--- src/rtl/regfile_pkg.sv ---
// Shared definitions for the register-file writeback unit.
//   XLEN / HALF / REG_ADDR_W : datapath and register-address widths
//   wb_state_e               : writeback sequencer states
//   lane_entry_t             : one buffered retired result {rd, data}
package regfile_pkg;

  localparam int XLEN       = 64;
  localparam int HALF       = 32;
  localparam int REG_ADDR_W = 5;

  localparam int NUM_LANES  = 2;
  localparam int LANE_A     = 0;
  localparam int LANE_B     = 1;

  typedef enum logic [1:0] {
    WB_RUN    = 2'd0,
    WB_DRAIN  = 2'd1,
    WB_SWITCH = 2'd2
  } wb_state_e;

  typedef struct packed {
    logic [REG_ADDR_W-1:0] rd;
    logic [XLEN-1:0]       data;
  } lane_entry_t;

  // Register 0 is hardwired; entries targeting it are consumed without a write.
  function automatic logic is_reg_write(input lane_entry_t e);
    return e.rd != '0;
  endfunction

endpackage

--- src/rtl/regfile_writeback_unit_if.sv ---
// Bus bundle between the execution lanes / register file and the writeback unit.
//   master : producer side (drives lane results and the mode request,
//            observes readies, the write port, mode and idle)
//   slave  : the writeback unit itself
interface regfile_writeback_unit_if;
  import regfile_pkg::*;

  logic                  mode_req;
  logic                  mode;

  logic                  a_valid;
  logic                  a_ready;
  logic [REG_ADDR_W-1:0] a_rd;
  logic [XLEN-1:0]       a_data;

  logic                  b_valid;
  logic                  b_ready;
  logic [REG_ADDR_W-1:0] b_rd;
  logic [XLEN-1:0]       b_data;

  logic                  write_enA;
  logic                  write_enB;
  logic [REG_ADDR_W-1:0] rdA;
  logic [REG_ADDR_W-1:0] rdB;
  logic [XLEN-1:0]       write_data;

  logic                  idle;

  modport master (
    output mode_req,
    output a_valid, a_rd, a_data,
    output b_valid, b_rd, b_data,
    input  mode, a_ready, b_ready,
    input  write_enA, write_enB, rdA, rdB, write_data,
    input  idle
  );

  modport slave (
    input  mode_req,
    input  a_valid, a_rd, a_data,
    input  b_valid, b_rd, b_data,
    output mode, a_ready, b_ready,
    output write_enA, write_enB, rdA, rdB, write_data,
    output idle
  );

endinterface

--- src/rtl/wb_lane_fifo.sv ---
// Per-lane result FIFO.
//   clk, rst    : clock, synchronous flush (drops all entries)
//   push        : write push_entry (ignored when full)
//   pop         : drop the head entry (ignored when empty)
//   full, empty : occupancy flags
//   head        : oldest entry, valid while !empty
// Head is read straight from the array so an entry pushed at one edge can be
// popped at the very next edge.
module wb_lane_fifo
  import regfile_pkg::*;
#(
  parameter int unsigned DEPTH = 2
) (
  input  logic        clk,
  input  logic        rst,
  input  logic        push,
  input  lane_entry_t push_entry,
  input  logic        pop,
  output logic        full,
  output logic        empty,
  output lane_entry_t head
);

  localparam int unsigned AW = $clog2(DEPTH);
  localparam logic [AW:0] FULL_COUNT = (AW+1)'(DEPTH);

  lane_entry_t   mem_reg [DEPTH];
  logic [AW-1:0] wr_ptr_reg;
  logic [AW-1:0] rd_ptr_reg;
  logic [AW:0]   count_reg;
  logic          do_push;
  logic          do_pop;

  assign full    = (count_reg == FULL_COUNT);
  assign empty   = (count_reg == '0);
  assign do_push = push & ~full;
  assign do_pop  = pop & ~empty;
  assign head    = mem_reg[rd_ptr_reg];

  // Storage carries no reset; only the pointers define what is valid.
  always_ff @(posedge clk) begin
    if (do_push) begin
      mem_reg[wr_ptr_reg] <= push_entry;
    end
  end

  // DEPTH is a power of two, so the pointers wrap on natural overflow.
  always_ff @(posedge clk) begin
    if (rst) begin
      wr_ptr_reg <= '0;
      rd_ptr_reg <= '0;
      count_reg  <= '0;
    end else begin
      if (do_push) begin
        wr_ptr_reg <= wr_ptr_reg + AW'(1);
      end
      if (do_pop) begin
        rd_ptr_reg <= rd_ptr_reg + AW'(1);
      end
      case ({do_push, do_pop})
        2'b10:   count_reg <= count_reg + (AW+1)'(1);
        2'b01:   count_reg <= count_reg - (AW+1)'(1);
        default: count_reg <= count_reg;
      endcase
    end
  end

endmodule

--- src/rtl/regfile_writeback_unit.sv ---
// Writeback unit for the split/unified 64-bit register file.
//   clk, rst : clock, synchronous active-high reset
//   bus      : lane A/B valid/ready result inputs, mode request, the
//              registered register-file write port (write_enA/B, rdA/B,
//              write_data), the current mode and the idle flag
// Each lane is buffered in its own FIFO. In split mode both lanes drain in
// parallel onto their half of the port; in unified mode a round-robin arbiter
// issues one full-width write per cycle on port A. A mode change first stops
// accepting, drains every buffered write, then flips the mode for one cycle.
module regfile_writeback_unit
  import regfile_pkg::*;
#(
  parameter int unsigned DEPTH      = 2,
  parameter logic        MODE_RESET = 1'b1
) (
  input logic                     clk,
  input logic                     rst,
  regfile_writeback_unit_if.slave bus
);

  wb_state_e state_reg;
  wb_state_e state_next;
  logic      mode_reg;
  logic      mode_next;
  // Round-robin pointer: 0 = lane A has priority, 1 = lane B.
  logic      rr_reg;
  logic      rr_next;

  logic                  write_en_a_reg,  write_en_a_next;
  logic                  write_en_b_reg,  write_en_b_next;
  logic [REG_ADDR_W-1:0] rd_a_reg,        rd_a_next;
  logic [REG_ADDR_W-1:0] rd_b_reg,        rd_b_next;
  logic [XLEN-1:0]       write_data_reg,  write_data_next;

  logic [NUM_LANES-1:0] lane_valid;
  logic [NUM_LANES-1:0] lane_ready;
  logic [NUM_LANES-1:0] lane_push;
  logic [NUM_LANES-1:0] lane_pop;
  logic [NUM_LANES-1:0] lane_full;
  logic [NUM_LANES-1:0] lane_empty;
  lane_entry_t          lane_in   [NUM_LANES];
  lane_entry_t          lane_head [NUM_LANES];

  logic        grant_lane;
  logic        granted;
  lane_entry_t sel_entry;

  assign lane_valid[LANE_A] = bus.a_valid;
  assign lane_valid[LANE_B] = bus.b_valid;
  assign lane_in[LANE_A]    = '{rd: bus.a_rd, data: bus.a_data};
  assign lane_in[LANE_B]    = '{rd: bus.b_rd, data: bus.b_data};

  // ------------------------------------------------------------------
  // Lane buffers. Ready looks only at state and fullness, never at valid,
  // so a full FIFO refuses even when it is popping in the same cycle.
  // ------------------------------------------------------------------
  for (genvar gi = 0; gi < NUM_LANES; gi++) begin : g_lane
    assign lane_ready[gi] = (state_reg == WB_RUN) & ~lane_full[gi] & ~rst;
    assign lane_push[gi]  = lane_valid[gi] & lane_ready[gi];

    wb_lane_fifo #(
      .DEPTH (DEPTH)
    ) u_fifo (
      .clk        (clk),
      .rst        (rst),
      .push       (lane_push[gi]),
      .push_entry (lane_in[gi]),
      .pop        (lane_pop[gi]),
      .full       (lane_full[gi]),
      .empty      (lane_empty[gi]),
      .head       (lane_head[gi])
    );
  end

  // ------------------------------------------------------------------
  // Issue selection for the next port cycle. Issuing continues in every
  // state; while draining it empties the FIFOs in the current mode.
  // ------------------------------------------------------------------
  always_comb begin
    lane_pop        = '0;
    rr_next         = rr_reg;
    grant_lane      = 1'b0;
    granted         = 1'b0;
    sel_entry       = '0;
    write_en_a_next = 1'b0;
    write_en_b_next = 1'b0;
    rd_a_next       = '0;
    rd_b_next       = '0;
    write_data_next = '0;

    if (mode_reg) begin
      // Unified: one grant per cycle; the pointer moves only on contention.
      if (!lane_empty[LANE_A] && !lane_empty[LANE_B]) begin
        grant_lane = rr_reg;
        granted    = 1'b1;
        rr_next    = ~rr_reg;
      end else if (!lane_empty[LANE_A]) begin
        grant_lane = 1'b0;
        granted    = 1'b1;
      end else if (!lane_empty[LANE_B]) begin
        grant_lane = 1'b1;
        granted    = 1'b1;
      end

      if (granted) begin
        lane_pop[grant_lane] = 1'b1;
        sel_entry            = lane_head[grant_lane];
        // An rd=0 entry still burns its slot but produces no write.
        if (is_reg_write(sel_entry)) begin
          write_en_a_next = 1'b1;
          rd_a_next       = sel_entry.rd;
          write_data_next = sel_entry.data;
        end
      end
    end else begin
      // Split: each lane owns a port and a 32-bit half of write_data.
      lane_pop = ~lane_empty;
      if (!lane_empty[LANE_A] && is_reg_write(lane_head[LANE_A])) begin
        write_en_a_next            = 1'b1;
        rd_a_next                  = lane_head[LANE_A].rd;
        write_data_next[HALF-1:0]  = lane_head[LANE_A].data[HALF-1:0];
      end
      if (!lane_empty[LANE_B] && is_reg_write(lane_head[LANE_B])) begin
        write_en_b_next              = 1'b1;
        rd_b_next                    = lane_head[LANE_B].rd;
        write_data_next[XLEN-1:HALF] = lane_head[LANE_B].data[HALF-1:0];
      end
    end
  end

  // ------------------------------------------------------------------
  // Mode sequencer.
  // ------------------------------------------------------------------
  always_comb begin
    state_next = state_reg;
    mode_next  = mode_reg;
    unique case (state_reg)
      WB_RUN: begin
        if (bus.mode_req != mode_reg) begin
          state_next = WB_DRAIN;
        end
      end
      WB_DRAIN: begin
        // The last popped write is still on the port for one cycle after the
        // FIFOs go empty; wait for it so the switch never splits a write.
        if ((&lane_empty) && !write_en_a_reg && !write_en_b_reg) begin
          state_next = WB_SWITCH;
        end
      end
      WB_SWITCH: begin
        // The request may have reverted while draining; take whatever it is now.
        mode_next  = bus.mode_req;
        state_next = WB_RUN;
      end
      default: begin
        state_next = WB_RUN;
      end
    endcase
  end

  always_ff @(posedge clk) begin
    if (rst) begin
      state_reg      <= WB_RUN;
      mode_reg       <= MODE_RESET;
      rr_reg         <= 1'b0;
      write_en_a_reg <= 1'b0;
      write_en_b_reg <= 1'b0;
      rd_a_reg       <= '0;
      rd_b_reg       <= '0;
      write_data_reg <= '0;
    end else begin
      state_reg      <= state_next;
      mode_reg       <= mode_next;
      rr_reg         <= rr_next;
      write_en_a_reg <= write_en_a_next;
      write_en_b_reg <= write_en_b_next;
      rd_a_reg       <= rd_a_next;
      rd_b_reg       <= rd_b_next;
      write_data_reg <= write_data_next;
    end
  end

  assign bus.a_ready    = lane_ready[LANE_A];
  assign bus.b_ready    = lane_ready[LANE_B];
  assign bus.mode       = mode_reg;
  assign bus.write_enA  = write_en_a_reg;
  assign bus.write_enB  = write_en_b_reg;
  assign bus.rdA        = rd_a_reg;
  assign bus.rdB        = rd_b_reg;
  assign bus.write_data = write_data_reg;
  assign bus.idle       = (&lane_empty) & ~write_en_a_reg & ~write_en_b_reg &
                          (state_reg == WB_RUN);

endmodule

--- src/flat_wrapper.sv ---
// flat-port wrapper written by rule: the top's interface ports become plain ports
module regfile_writeback_unit_flat import regfile_pkg::*;
#(
  parameter int unsigned DEPTH      = 2,
  parameter logic        MODE_RESET = 1'b1
)
  (clk, rst, bus_mode_req, bus_a_valid, bus_a_rd, bus_a_data, bus_b_valid, bus_b_rd, bus_b_data, bus_mode, bus_a_ready, bus_b_ready, bus_write_enA, bus_write_enB, bus_rdA, bus_rdB, bus_write_data, bus_idle);
  regfile_writeback_unit_if bus_i ();
  input logic clk;
  input logic rst;
  input wire logic [$bits(bus_i.mode_req)-1:0] bus_mode_req;
  input wire logic [$bits(bus_i.a_valid)-1:0] bus_a_valid;
  input wire logic [$bits(bus_i.a_rd)-1:0] bus_a_rd;
  input wire logic [$bits(bus_i.a_data)-1:0] bus_a_data;
  input wire logic [$bits(bus_i.b_valid)-1:0] bus_b_valid;
  input wire logic [$bits(bus_i.b_rd)-1:0] bus_b_rd;
  input wire logic [$bits(bus_i.b_data)-1:0] bus_b_data;
  output wire logic [$bits(bus_i.mode)-1:0] bus_mode;
  output wire logic [$bits(bus_i.a_ready)-1:0] bus_a_ready;
  output wire logic [$bits(bus_i.b_ready)-1:0] bus_b_ready;
  output wire logic [$bits(bus_i.write_enA)-1:0] bus_write_enA;
  output wire logic [$bits(bus_i.write_enB)-1:0] bus_write_enB;
  output wire logic [$bits(bus_i.rdA)-1:0] bus_rdA;
  output wire logic [$bits(bus_i.rdB)-1:0] bus_rdB;
  output wire logic [$bits(bus_i.write_data)-1:0] bus_write_data;
  output wire logic [$bits(bus_i.idle)-1:0] bus_idle;
  assign bus_i.mode_req = bus_mode_req;
  assign bus_i.a_valid = bus_a_valid;
  assign bus_i.a_rd = bus_a_rd;
  assign bus_i.a_data = bus_a_data;
  assign bus_i.b_valid = bus_b_valid;
  assign bus_i.b_rd = bus_b_rd;
  assign bus_i.b_data = bus_b_data;
  assign bus_mode = bus_i.mode;
  assign bus_a_ready = bus_i.a_ready;
  assign bus_b_ready = bus_i.b_ready;
  assign bus_write_enA = bus_i.write_enA;
  assign bus_write_enB = bus_i.write_enB;
  assign bus_rdA = bus_i.rdA;
  assign bus_rdB = bus_i.rdB;
  assign bus_write_data = bus_i.write_data;
  assign bus_idle = bus_i.idle;
  regfile_writeback_unit #(.DEPTH(DEPTH), .MODE_RESET(MODE_RESET)) u_core (.clk(clk), .rst(rst), .bus(bus_i));
endmodule
--- config.mk ---
export PLATFORM = sky130hd
export DESIGN_NAME = regfile_writeback_unit_flat
export DESIGN_NICKNAME = d
export VERILOG_FILES = /design/src/rtl/regfile_pkg.sv /design/src/rtl/regfile_writeback_unit_if.sv /design/src/rtl/wb_lane_fifo.sv /design/src/rtl/regfile_writeback_unit.sv /design/src/flat_wrapper.sv
export SDC_FILE = /design/constraint.sdc
export NUM_CORES = 1
export LEC_CHECK = 0
export ABC_CLOCK_PERIOD_IN_PS = 4400
export BUFFER_PORTS_ARGS = -buffer_cell sky130_fd_sc_hd__buf_2
export CORE_MARGIN = 2
export CORE_UTILIZATION = 40
export CTS_CLUSTER_DIAMETER = 150
export DETAILED_ROUTE_END_ITERATION = 7
export PLACE_DENSITY = 0.62
export SLEW_MARGIN = 5
export SYNTH_ARGS = -nofsm -noshare
export SYNTH_HDL_FRONTEND = slang
export SYNTH_SLANG_ARGS = --single-unit
--- constraint.sdc ---
create_clock -name clk -period 4.4 [get_ports clk]
set_input_delay 0.66 -clock clk [delete_from_list [all_inputs] [get_ports clk]]
set_output_delay 0.66 -clock clk [all_outputs]
set_load 0.05 [all_outputs]
# Word-level counts from Yosys, hierarchy flattened
# Memories as Yosys holds them, arrays and structs flattened. A register that Yosys moved wholly into a read port is not among the register bits.
# Index checks and enable logic that the tools add are counted.
# classes
magnitude_cmp	3
n_mux	41
n_shift	0
reduce_logical	23
div	0
n_eq_ne	11
n_addsub	8
bitwise	24
mul	0
# op_table
op	count
69-bit 2-to-1 mux	3
64-bit 2-to-1 mux	3
32-bit 2-to-1 mux	2
1-bit 2-to-1 mux	21
5-bit 2-to-1 mux	4
5-bit nonzero test	3
1-bit bitwise AND	13
2-bit one-hot mux with 2 select lines	3
2-bit equality test, second input constant	5
1-bit inverter	9
2-bit 2-to-1 mux	4
2-bit by 1-bit equality test with 1-bit output, second input constant	3
1-bit logical AND	6
2-bit logical NOT	3
2-bit AND reduction	3
1-bit adder, second input constant	4
2-bit by 1-bit adder with 2-bit output, second input constant	2
1-bit logical NOT	4
2-bit nonzero test	2
2-bit by 1-bit subtractor with 2-bit output, second input constant	2
3-bit OR reduction	1
2-bit greater-or-equal comparator, second input constant	1
1-bit by 2-bit < comparator with 1-bit output, second input constant	1
2-bit by 1-bit inequality test with 1-bit output, second input constant	1
7 further kinds	7
# word_totals
mem_bits_ro	0
register_bits	88
mem_bits_rw	276
inputBits	143
latchBits	0
n_memories	2
# memory_table
name	depth	word_bits	read_ports	rd_clocked_by_memory_dff	write_ports	line_no	rtl
u_core.g_lane[0].u_fifo.mem_reg	2	69	1	1	1	wb_lane_fifo.sv:27	lane_entry_t mem_reg [DEPTH];
u_core.g_lane[1].u_fifo.mem_reg	2	69	1	1	1	wb_lane_fifo.sv:27	

# Depth between registers and ports, before layout
# Gate-level depths: netlist (run 1).
# logic_depth
word_depth	14
depth_mapped	7
mapped_depth_nobuf	6

# By module
# Synthesis (run 1) repeated with hierarchy kept, for this count alone.
# hier_totals
cells_unflattened	851
area_unflattened_um2	13759.4
# modules_own_cells
mod	area_per_inst_um2	n_inst	seq_area_each_um2	cells_per_inst
wb_lane_fifo	5190.0	2	4244.1	241
regfile_writeback_unit	3379.5	1	1601.5	369

# Least setup slack after synthesis (run 1)
# OpenSTA, ideal clock, no wires.
# synth_timing
path_type	input-to-reg
from	in rst
to	mem u_core.g_lane[0].u_fifo.mem_reg[0][0] (netlist name), enable pin
required_time_ps	3903
path_stages	4
setup_slack_ps	-269
arrival_time_ps	4172
cell_sequence	clkbuf_1 nor3_1 nand3_1 nor2_1
# synth_between
elab_chain_cells	6
# synth_lines
item	line_no	rtl
start, declared	flat_wrapper.sv:10	input logic rst;
1-bit inverter	regfile_writeback_unit.sv:58	assign lane_ready[gi] = (state_reg == WB_RUN) & ~lane_full[gi] & ~rst;
1-bit bitwise AND	regfile_writeback_unit.sv:58	
1-bit bitwise AND	regfile_writeback_unit.sv:59	assign lane_push[gi] = lane_valid[gi] & lane_ready[gi];
1-bit bitwise AND	wb_lane_fifo.sv:36	assign do_push = push & ~full;
1-bit 2-to-1 mux	wb_lane_fifo.sv:42	if (do_push) begin
1-bit 2-to-1 mux (not written as such)	wb_lane_fifo.sv:43	mem_reg[wr_ptr_reg] <= push_entry;
end, declared	wb_lane_fifo.sv:27	
# No other way between the ends.

# Worst setup path in the final report (run 1)
# layout_timing
from	reg u_core.g_lane[0].u_fifo.count_reg[1]
to	out bus_idle
# layout_between
elab_chain_cells	5
# layout_lines
item	line_no	rtl
start, declared	wb_lane_fifo.sv:30	logic [AW:0] count_reg;
start signal, assigned	wb_lane_fifo.sv:61	2'b10: count_reg <= count_reg + (AW+1)'(1);
start signal, assigned	wb_lane_fifo.sv:62	2'b01: count_reg <= count_reg - (AW+1)'(1);
start signal, assigned	wb_lane_fifo.sv:63	default: count_reg <= count_reg;
2-bit logical NOT	wb_lane_fifo.sv:35	assign empty = (count_reg == '0);
2-bit AND reduction	regfile_writeback_unit.sv:191	assign bus.idle = (&lane_empty) & ~write_en_a_reg & ~write_en_b_reg &
1-bit bitwise AND (3 in series)	regfile_writeback_unit.sv:191	
end, declared	flat_wrapper.sv:26	output wire logic [$bits(bus_i.idle)-1:0] bus_idle;
# No other way between the ends.

==> results of run 1 <==
## cells by family after synthesis
logic type,share of synthesized area
multiplexers,0.05813
AND/OR/NAND/NOR,0.07665
adder cells (fa/ha/maj),0.001842
flip-flops,0.7429
XOR/XNOR,0.006448
AO/OA/AOI/OAI,0.09452
buffers and inverters,0.01953
## worst paths after layout
check        slack, ns  depth (start not counted)                                      to                            startpoint
max               1.41                          5                                bus_idle  u_core.g_lane[0].u_fifo.count_reg[1]
min               0.33                          1  u_core.g_lane[0].u_fifo.mem_reg[0][42]                        bus_a_data[42]
max reg2reg       1.63                          4               u_core.bus.write_data[54]                              register
min reg2reg       0.53                          1                     u_core.state_reg[0]                   u_core.state_reg[1]
## metal layers
| layer | up-vias | wire length (um) | track usage |
|---|---|---|---|
| li1 | 3900 | - | - |
| met1 | 4113 | 15270 | 0.2623 |
| met2 | 274 | 15710 | 0.2919 |
| met3 | 33 | 1821 | 0.03446 |
| met4 | 0 | 547 | 0.04210 |
| met5 | - | 0 | 0 |
## worst register-to-register path, stage by stage (launching register included)
cell and delay [ns]:
dfxtp_4 0.62, or4b_1 0.49, o22a_1 0.31, o221ai_4 0.93
o32ai_1 0.24
## layout make-up
type / count / area [um^2] / area share
well taps: 448 / 560.5 / 0.03395
clock inverters: 15 / 175.2 / 0.01061
multi-input cells: 462 / 3299 / 0.1998
inverters: 3 / 11.26 / 0.0006820
repair buffers: 238 / 1256 / 0.07608
diodes: 1 / 2.502 / 0.0001516
clock buffers: 55 / 1109 / 0.06714
flip-flops and latches: 366 / 10100 / 0.6116
## power by group
group	switching [W]	leakage, nW	total (W)	internal, W
registers	0.000318	3.25	0.00464	0.00432
logic	0.00261	1.92	0.00362	0.00101
clock network	0.00126	0.622	0.00325	0.00199
total	0.00420	5.80	0.0115	0.00732
## layout by cell type, fill, tap and decap left out, types with 33 or more instances in the layout
| cell | synthesis | routed |
|---|---|---|
| nor3_1 | 34 | 33 |
| nor2b_1 | 66 | 66 |
| nand3_1 | 34 | 34 |
| mux2i_1 | 44 | 44 |
| buf_2 | 11 | 222 |
| clkbuf_16 | 0 | 41 |
| a211oi_1 | 64 | 64 |
| o32ai_1 | 33 | 33 |
| dfxtp_1 | 90 | 88 |
| edfxtp_1 | 276 | 276 |
## per-stage QoR
stage / setup slack (ns) / TNS (ns) / instances / instance area (um^2)
after floorplan: -0.2687 / -74.16 / 892 / 13580
after global placement: 1.637 / 0 / 1517 / 15220
after CTS: 1.397 / 0 / 1587 / 16510
after global routing: 1.165 / 0 / 1587 / 16510
final: 1.405 / 0 / 1588 / 16510
after detailed placement: 1.565 / 0 / 1517 / 15220
==> run metrics, run 1 <==
status completed; Final min period 2.995 ns; crit-path max FO 11; Die Area 35440 um^2; FF+latch count, synth 366; vias per std cell 5.239; Initial DRC Count 565; clk sinks 366; post-CTS sizing 0; routed wire length 33350 um; Placeable Area 33450 um^2; Layout area overhead 21.57%; CP Cell Sequence nor2_1 -> nand2_1 -> nor3_1 -> nor3b_1 -> buf_2; crit path launch type register; top-count cell post-synth edfxtp_1; Crit. End Element output port; average wire per standard cell 21.00 um; first-pass GRT wire length 49000 um; Worst-Margin Slew 1.189 ns; largest net degree at the start of global routing 75; sequential area share after synthesis 0.7429; io pins 223; Max Freq 333.9 MHz; drc violations 0; share of cells above drive strength 1 0.3011; delay-heaviest family, CP simple AND/OR/NAND/NOR gates; clock root buffer clkbuf_16; Clock Skews 0.01384 ns; worst relative slew slack 0.2071; fraction of synthesis flops using an asynchronous set or reset pin 0; Pwr Total 0.01152 W; Post-CTS Repair Setup Buffers 0; cts hold-fix bufs 0; final setup fails 0; main area contributors after synthesis edfxtp_1 61%, dfxtp_1 13%, a211oi_1 3.5%; PortBufs 222; dominant synthesized flop cell edfxtp_1; TritonRoute pass-1 iters 5; Hold Vio Cnt, Final 0; CP Class reg -> out; clk buf depth 3; hold crit path type in -> reg; Post-synth EDFFs 276; Commonest cells post-synth 276 x edfxtp_1, 90 x dfxtp_1, 66 x nor2b_1; unique cell type count in the Yosys netlist 47; period utilization 0.6806; Mapped Area 13580 um^2; peak supply drop 0.0003321 V; CP peak stage delay 0.58 ns; hold_ws 0.3340 ns; antenna violations before repair 0; Clock transition at path regs 0.06 ns; max reg flops 276; H-tree levels 2; number of global-route vias before repair 8090; Synth top area share 0.6102; crit path buf inv count 1; Vias 8320; FP Rows 67; Fillers 2912; HPWL after detailed placement 21600 um; required time of the critical path 3.74 ns; leak pwr 5.796 nW; Clock Latency Late Sink 0.51 ns; CTS tree yes; syn nets 1037; Mean Syn Cell Area 15.23 um^2; Critical Path AT 2.33 ns; warning count from the yosys run 0; Slowest-stage cell, CP nor2_1; total CTS buffers 38; Initial Util 0.4061; NumNets Final 1254; Die Y 188.3 um; Core Util, Final 0.4936; RSZ-0062 raised after global routing false; Yosys top cell by area edfxtp_1; RePlAce Congestion 0.7648; Max Slew Vio Count 0; Congestion Overflow GR 0; Die W 188.3 um; cell count after synthesis 892; Antenna Nets Post-Route 0; PD cells 697.7 nW/um^2; Tot GR Track Use 0.1836; Max-Cap Viols 0
Power figures use the tool's default switching activity.
==> run 2, diff against run 1 <==
- ABC_AREA: not set -> 1
- ABC_CLOCK_PERIOD_IN_PS: 4400 -> 2900
- PLACE_DENSITY: 0.62 -> 0.6
- clock period: 4.4 -> 2.9 ns (I/O delays scaled with it)
==> run 2 against run 1 <==
Against the previous run:
- sequential power up 44%
- worst hold slack worse by 0.24 ns
- sequential cell count is the same
- clock power up 55%
- final cell count up 24%
- die area grew 4.2%
- critical endpoint is now u_core.bus.write_data[34]
==> run metrics, run 2 <==
status completed; antenna violations before repair 3; Layout area overhead 21.07%; routed wire length 36210 um; Die Y 192.2 um; largest net degree at the start of global routing 106; Congestion Overflow GR 0; Mean Syn Cell Area 11.15 um^2; number of global-route vias before repair 9416; total CTS buffers 40; share of cells above drive strength 1 0.2189; Vias 9887; FP Rows 68; period utilization 0.7730; unique cell type count in the Yosys netlist 27; Final min period 2.242 ns; dpl cells 1893; FF+latch count, synth 366; post-route setup slack 0.6582 ns; H-tree levels 2; worst slack, placed 0.6896 ns; Placeable Area 34710 um^2; RePlAce Congestion 0.8296; CP Class reg -> reg; crit-path max FO 65; Post-CTS Repair Setup Buffers 0; sequential area share after synthesis 0.7122; leak pwr 7.026 nW; required time of the critical path 3.35 ns; met3 wire len 2819 um; syn nets 1416; Core Util, Final 0.4941; most frequent CP cell nand2_1; Met2 Routed Length 17280 um; first-pass GRT wire length 53520 um; Initial DRC Count 659; Non-Filler Instances 1968; cell count after synthesis 1271; clk buf depth 3; worst relative slew slack 0.2346; CP peak stage delay 0.64 ns; max reg flops 276; Clock Latency Late Sink 0.52 ns; Hold Vio Cnt, Final 0; main area contributors after synthesis edfxtp_1 59%, dfxtp_1 13%, nand2_1 9.9%; Tot GR Track Use 0.1957; clock root buffer clkbuf_16; Worst-Margin Slew 1.148 ns; drc violations 0; HPWL after detailed placement 23680 um; Post-synth EDFFs 276; Slowest-stage cell, CP dfxtp_4; peak supply drop 0.0007423 V; Critical Path AT 2.69 ns; Synth top area share 0.5851; setup TNS 0 ns; Clock Skews 0.01069 ns; Clock transition at path regs 0.06 ns; commonest cells after routing, fill and taps aside 373 x nand2_1, 276 x edfxtp_1, 222 x buf_2; wl on met1 15370 um; PD cells 1015 nW/um^2; Yosys top cell by area edfxtp_1; PortBufs 222; Antenna Nets Post-Route 0; Max-Cap Viols 0; RSZ-0062 raised after global routing false; TritonRoute pass-1 iters 6; Die W 192.2 um; io pins 223; top-count cell post-synth nand2_1; hold_ws 0.09302 ns; CTS tree yes; Die Area 36940 um^2; Max Slew Vio Count 0; clk sinks 366; Mapped Area 14170 um^2; Top Metal Used met5; Max Freq 446.1 MHz; commonest non-fill, non-tap cell in the layout nand2_1; Crit. End Element register; average wire per standard cell 18.40 um; final setup fails 0; Initial Util 0.4081; crit path launch type register; post-CTS sizing 0; cts hold-fix bufs 0; dominant synthesized flop cell edfxtp_1; fraction of synthesis flops using an asynchronous set or reset pin 0; vias per std cell 5.024; Commonest cells post-synth 373 x nand2_1, 276 x edfxtp_1, 90 x dfxtp_1; CP Cell Sequence nand2_1 -> o21ai_1 -> nand2_1 -> nand2_1 -> nor2_1 -> nand3_4 -> buf_4 -> nand4_1 -> nand2_1; warning count from the yosys run 0; NumNets Final 1625; hold crit path type in -> reg
run 2: cell count changes after synthesis, sizes merged, moves of 27 or more:
cell,change
a211oi,-64
a31oi,+32
mux2i,-43
nand4,+65
buf,+42
clkbuf,-27
o21ai,+48
o32ai,-33
nor2b,-66
nand2,+365
mux2,-31
nor2,+52
nor3,-29
inv,+86
run 2: power breakdown:
part           leakage, nW  switching (W)  internal, W
registers             3.26       0.000335      0.00637
clock network        0.657        0.00200      0.00303
logic                 3.11        0.00418      0.00149
run 2: layout make-up:
class / count / area, um^2
antenna: 1 / 2.502
inverter: 89 / 335.3
timing repair buffer: 243 / 1381
clock buffer: 58 / 1221
tap: 455 / 569.3
sequential: 366 / 10090
fill: 3163 / 17560
clock inverter: 16 / 122.6
multi-input combinational: 740 / 3423
run 2: path summary, 6_finish.rpt:
kind	endpoint	cells after the start	slack, ns	startpoint
hold reg to reg	register	1	0.46	u_core.g_lane[0].u_fifo.rd_ptr_reg
hold / removal	u_core.g_lane[0].u_fifo.mem_reg[0][20]	1	0.09	bus_a_data[20]
setup / recovery	u_core.bus.write_data[34]	9	0.66	register
setup reg to reg	u_core.bus.write_data[34]	9	0.66	register
run 2: stage by stage:
step / cell area (um^2) / total power [W]
after global routing: 17150 / 0.01838
after global placement: 15800 / 0.01246
after floorplan: 14200 / 0.01078
after detailed placement: 15800 / 0.01254
after CTS: 17150 / 0.01759
final: 17150 / 0.01740
run 2: logic make-up (layout without fill, tap and decap cells):
kind of cell | Yosys count | count (layout) | synth area share
other | 0 | 1 | 0
AOI/OAI and AO/OA | 170 | 170 | 0.06633
and+or+nand+nor | 566 | 566 | 0.1678
DFF | 366 | 366 | 0.7122
xor gates and xnor gates | 1 | 1 | 0.0006184
buffers and inverters | 165 | 406 | 0.05052
adders and majority gates | 2 | 2 | 0.001766
muxes | 1 | 1 | 0.0007066
run 2: critical path: cells and delay by family (launching register included):
| kind | cells | cell delay, ns |
|---|---|---|
| AOI/OAI and AO/OA | 1 | 0.15 |
| buffers and inverters | 1 | 0.60 |
| and+or+nand+nor | 7 | 0.75 |
| DFF | 1 | 0.64 |
run 2: layer usage:
metal / GRT usage / up-vias
li1: - / 4827
met2: 0.3272 / 369
met3: 0.03362 / 57
met4: 0.05138 / 2
met1: 0.2641 / 4632
met5: 0 / -
==> run 3, diff against run 2 <==
- ABC_CLOCK_PERIOD_IN_PS: 2900 -> 2300
- clock period: 2.9 -> 2.3 ns (I/O delays scaled with it)
==> run 3 against run 2 <==
Against the previous run:
- sequential cell count did not move
- final cell count rose by 2.1%
- clock skew rose by 0.0046 ns
- non-clock buffer count rose by 41
- sequential power rose by 26%
- count of clock-buffer cells in the layout fell by 2
- register-to-register slack got worse by 0.43 ns
- setup slack got worse by 0.51 ns
- combinational power rose by 31%
- utilization rose by 1.4 points
- first-iteration DRC count fell by 4.6%
- largest power group unchanged
==> run metrics, run 3 (synthesized netlist as in run 2, its figures left out) <==
status completed; Crit. End Element output port; hold depth 1; NumNets Final 1665; Die W 192.2 um; reg2reg setup slack 0.23 ns; max reg flops 276; share of cells above drive strength 1 0.2169; R2R depth 10; average wire per standard cell 18.63 um; Slowest-stage cell, CP dfxtp_1; min-delay src bus_b_data[61]; RSZ-0062 raised after global routing false; worst relative slew slack 0.5150; CP Cell Sequence nor2_4 -> nand2_1 -> inv_1 -> nand2_1 -> nor2_1 -> clkbuf_4; hold crit path type in -> reg; Vias 10030; Die Area 36940 um^2; required time of the critical path 1.96 ns; Final min period 2.156 ns; crit path launch type register; Clock Skews 0.01532 ns; Tot GR Track Use 0.2025; Layout area overhead 24.44%; number of global-route vias before repair 9649; r2r endpoint u_core.bus.write_data[62]; CTS tree yes; HPWL after detailed placement 24470 um; R2R Path Start u_core.g_lane[0].u_fifo.count_reg[1]; CP Class reg -> out; Die Y 192.2 um; hold_ws 0.01119 ns; Congestion Overflow GR 0; most frequent CP cell nand2_1; Fillers 3118; Hold Vio Cnt, Final 0; H-tree levels 2; crit-path max FO 5; period utilization 0.9372; dpl cell area 15970 um^2; Antenna Nets Post-Route 0; cell area after layout 17630 um^2; commonest non-fill, non-tap cell in the layout nand2_1; total CTS buffers 39; commonest cells after routing, fill and taps aside 369 x nand2_1, 276 x edfxtp_1, 221 x buf_2; leak pwr 7.217 nW; clk sinks 366; Initial DRC Count 629; worst slack, placed 0.2633 ns; Max Freq 463.9 MHz; Critical Path AT 1.81 ns; TritonRoute pass-1 iters 7; Clock transition at path regs 0.06 ns; delay-heaviest family, CP simple AND/OR/NAND/NOR gates; clock root buffer clkbuf_16; drc violations 0; crit path buf inv count 2; io pins 223; final setup fails 0; setup TNS 0 ns; peak supply drop 0.0007436 V; FP Rows 68; Max Slew Vio Count 0; Hold EP u_core.g_lane[1].u_fifo.mem_reg[1][61]; Max-Cap Viols 0; post-route setup slack 0.1444 ns; clk buf depth 3; routed wire length 37430 um; PD cells 1246 nW/um^2; Core Util, Final 0.5078; largest net degree at the start of global routing 106; Worst-Margin Slew 0.7264 ns; Placeable Area 34710 um^2; Post-CTS Repair Setup Buffers 0; PortBufs 222; RePlAce Congestion 0.8283; CP peak stage delay 0.39 ns; antenna violations before repair 12; vias per std cell 4.993; Initial Util 0.4081; Clock Latency Late Sink 0.52 ns; first-pass GRT wire length 55540 um
run 3: cell count changes in the layout (fill, tap and decap cells not counted), moves of 3 or more:
cell	change
dfxtp_1	-3
buf_12	+8
diode_2	+4
nand2_1	-4
buf_4	-5
dlygate4sd3_1	+38
clkbuf_1	+3
clkinvlp_4	-3
nand2_4	+3
dfxtp_2	+3
inv_2	+3
inv_1	-3
run 3: what timing repair did:
item                                    in CTS  in global routing
endpoints found under the hold margin       72                  0
hold buffers                                38                  0
resized for setup                            0                  1
endpoints found under the setup margin       0                  1
run 3: layout make-up:
cell class                      count  area [um^2]  share of cell area
Sequential cell                   366        10100              0.5729
Tap cell                          455        569.3             0.03229
Timing Repair Buffer              284         1887              0.1070
Multi-Input combinational cell    740         3463              0.1965
Clock inverter                     14        108.9            0.006175
Antenna cell                        5        12.51           0.0007098
Inverter                           89        335.3             0.01902
Clock buffer                       56         1154             0.06544
run 3: metal layers:
metal / track usage / routed length, um / vias up / share of wire
li1: - / - / 4906 / -
met5: 0 / 112 / - / 0.0030
met2: 0.3347 / 17690 / 311 / 0.47
met3: 0.04970 / 2774 / 73 / 0.074
met4: 0.05901 / 979 / 16 / 0.026
met1: 0.2647 / 15870 / 4724 / 0.42
run 3: worst max-delay path by stage:
stage,to,from,cells after the start
after floorplan,u_core.g_lane[0].u_fifo.mem_reg[1][0],u_core.state_reg[0],7
after global placement,u_core.bus.write_data[62],u_core.g_lane[0].u_fifo.count_reg[1],10
after detailed placement,u_core.bus.write_data[62],u_core.g_lane[0].u_fifo.count_reg[1],10
after CTS,bus_idle,u_core.g_lane[0].u_fifo.count_reg[1],6
after global routing,bus_idle,u_core.g_lane[0].u_fifo.count_reg[1],6
final,bus_idle,u_core.g_lane[0].u_fifo.count_reg[1],6
run 3: stage by stage:
step	instances	power (W)
4_1_cts	2004	0.02216
6_report	2009	0.02197
3_5_place_dp	1896	0.01603
2_1_floorplan	1271	0.01364
3_3_place_gp	1896	0.01593
5_1_grt	2006	0.02319
run 3: power breakdown:
part	switching (W)	internal (W)	leakage, nW
combinational	0.00534	0.00211	3.34
clock	0.00247	0.00361	0.622
sequential	0.000403	0.00803	3.26
total	0.00822	0.0138	7.22
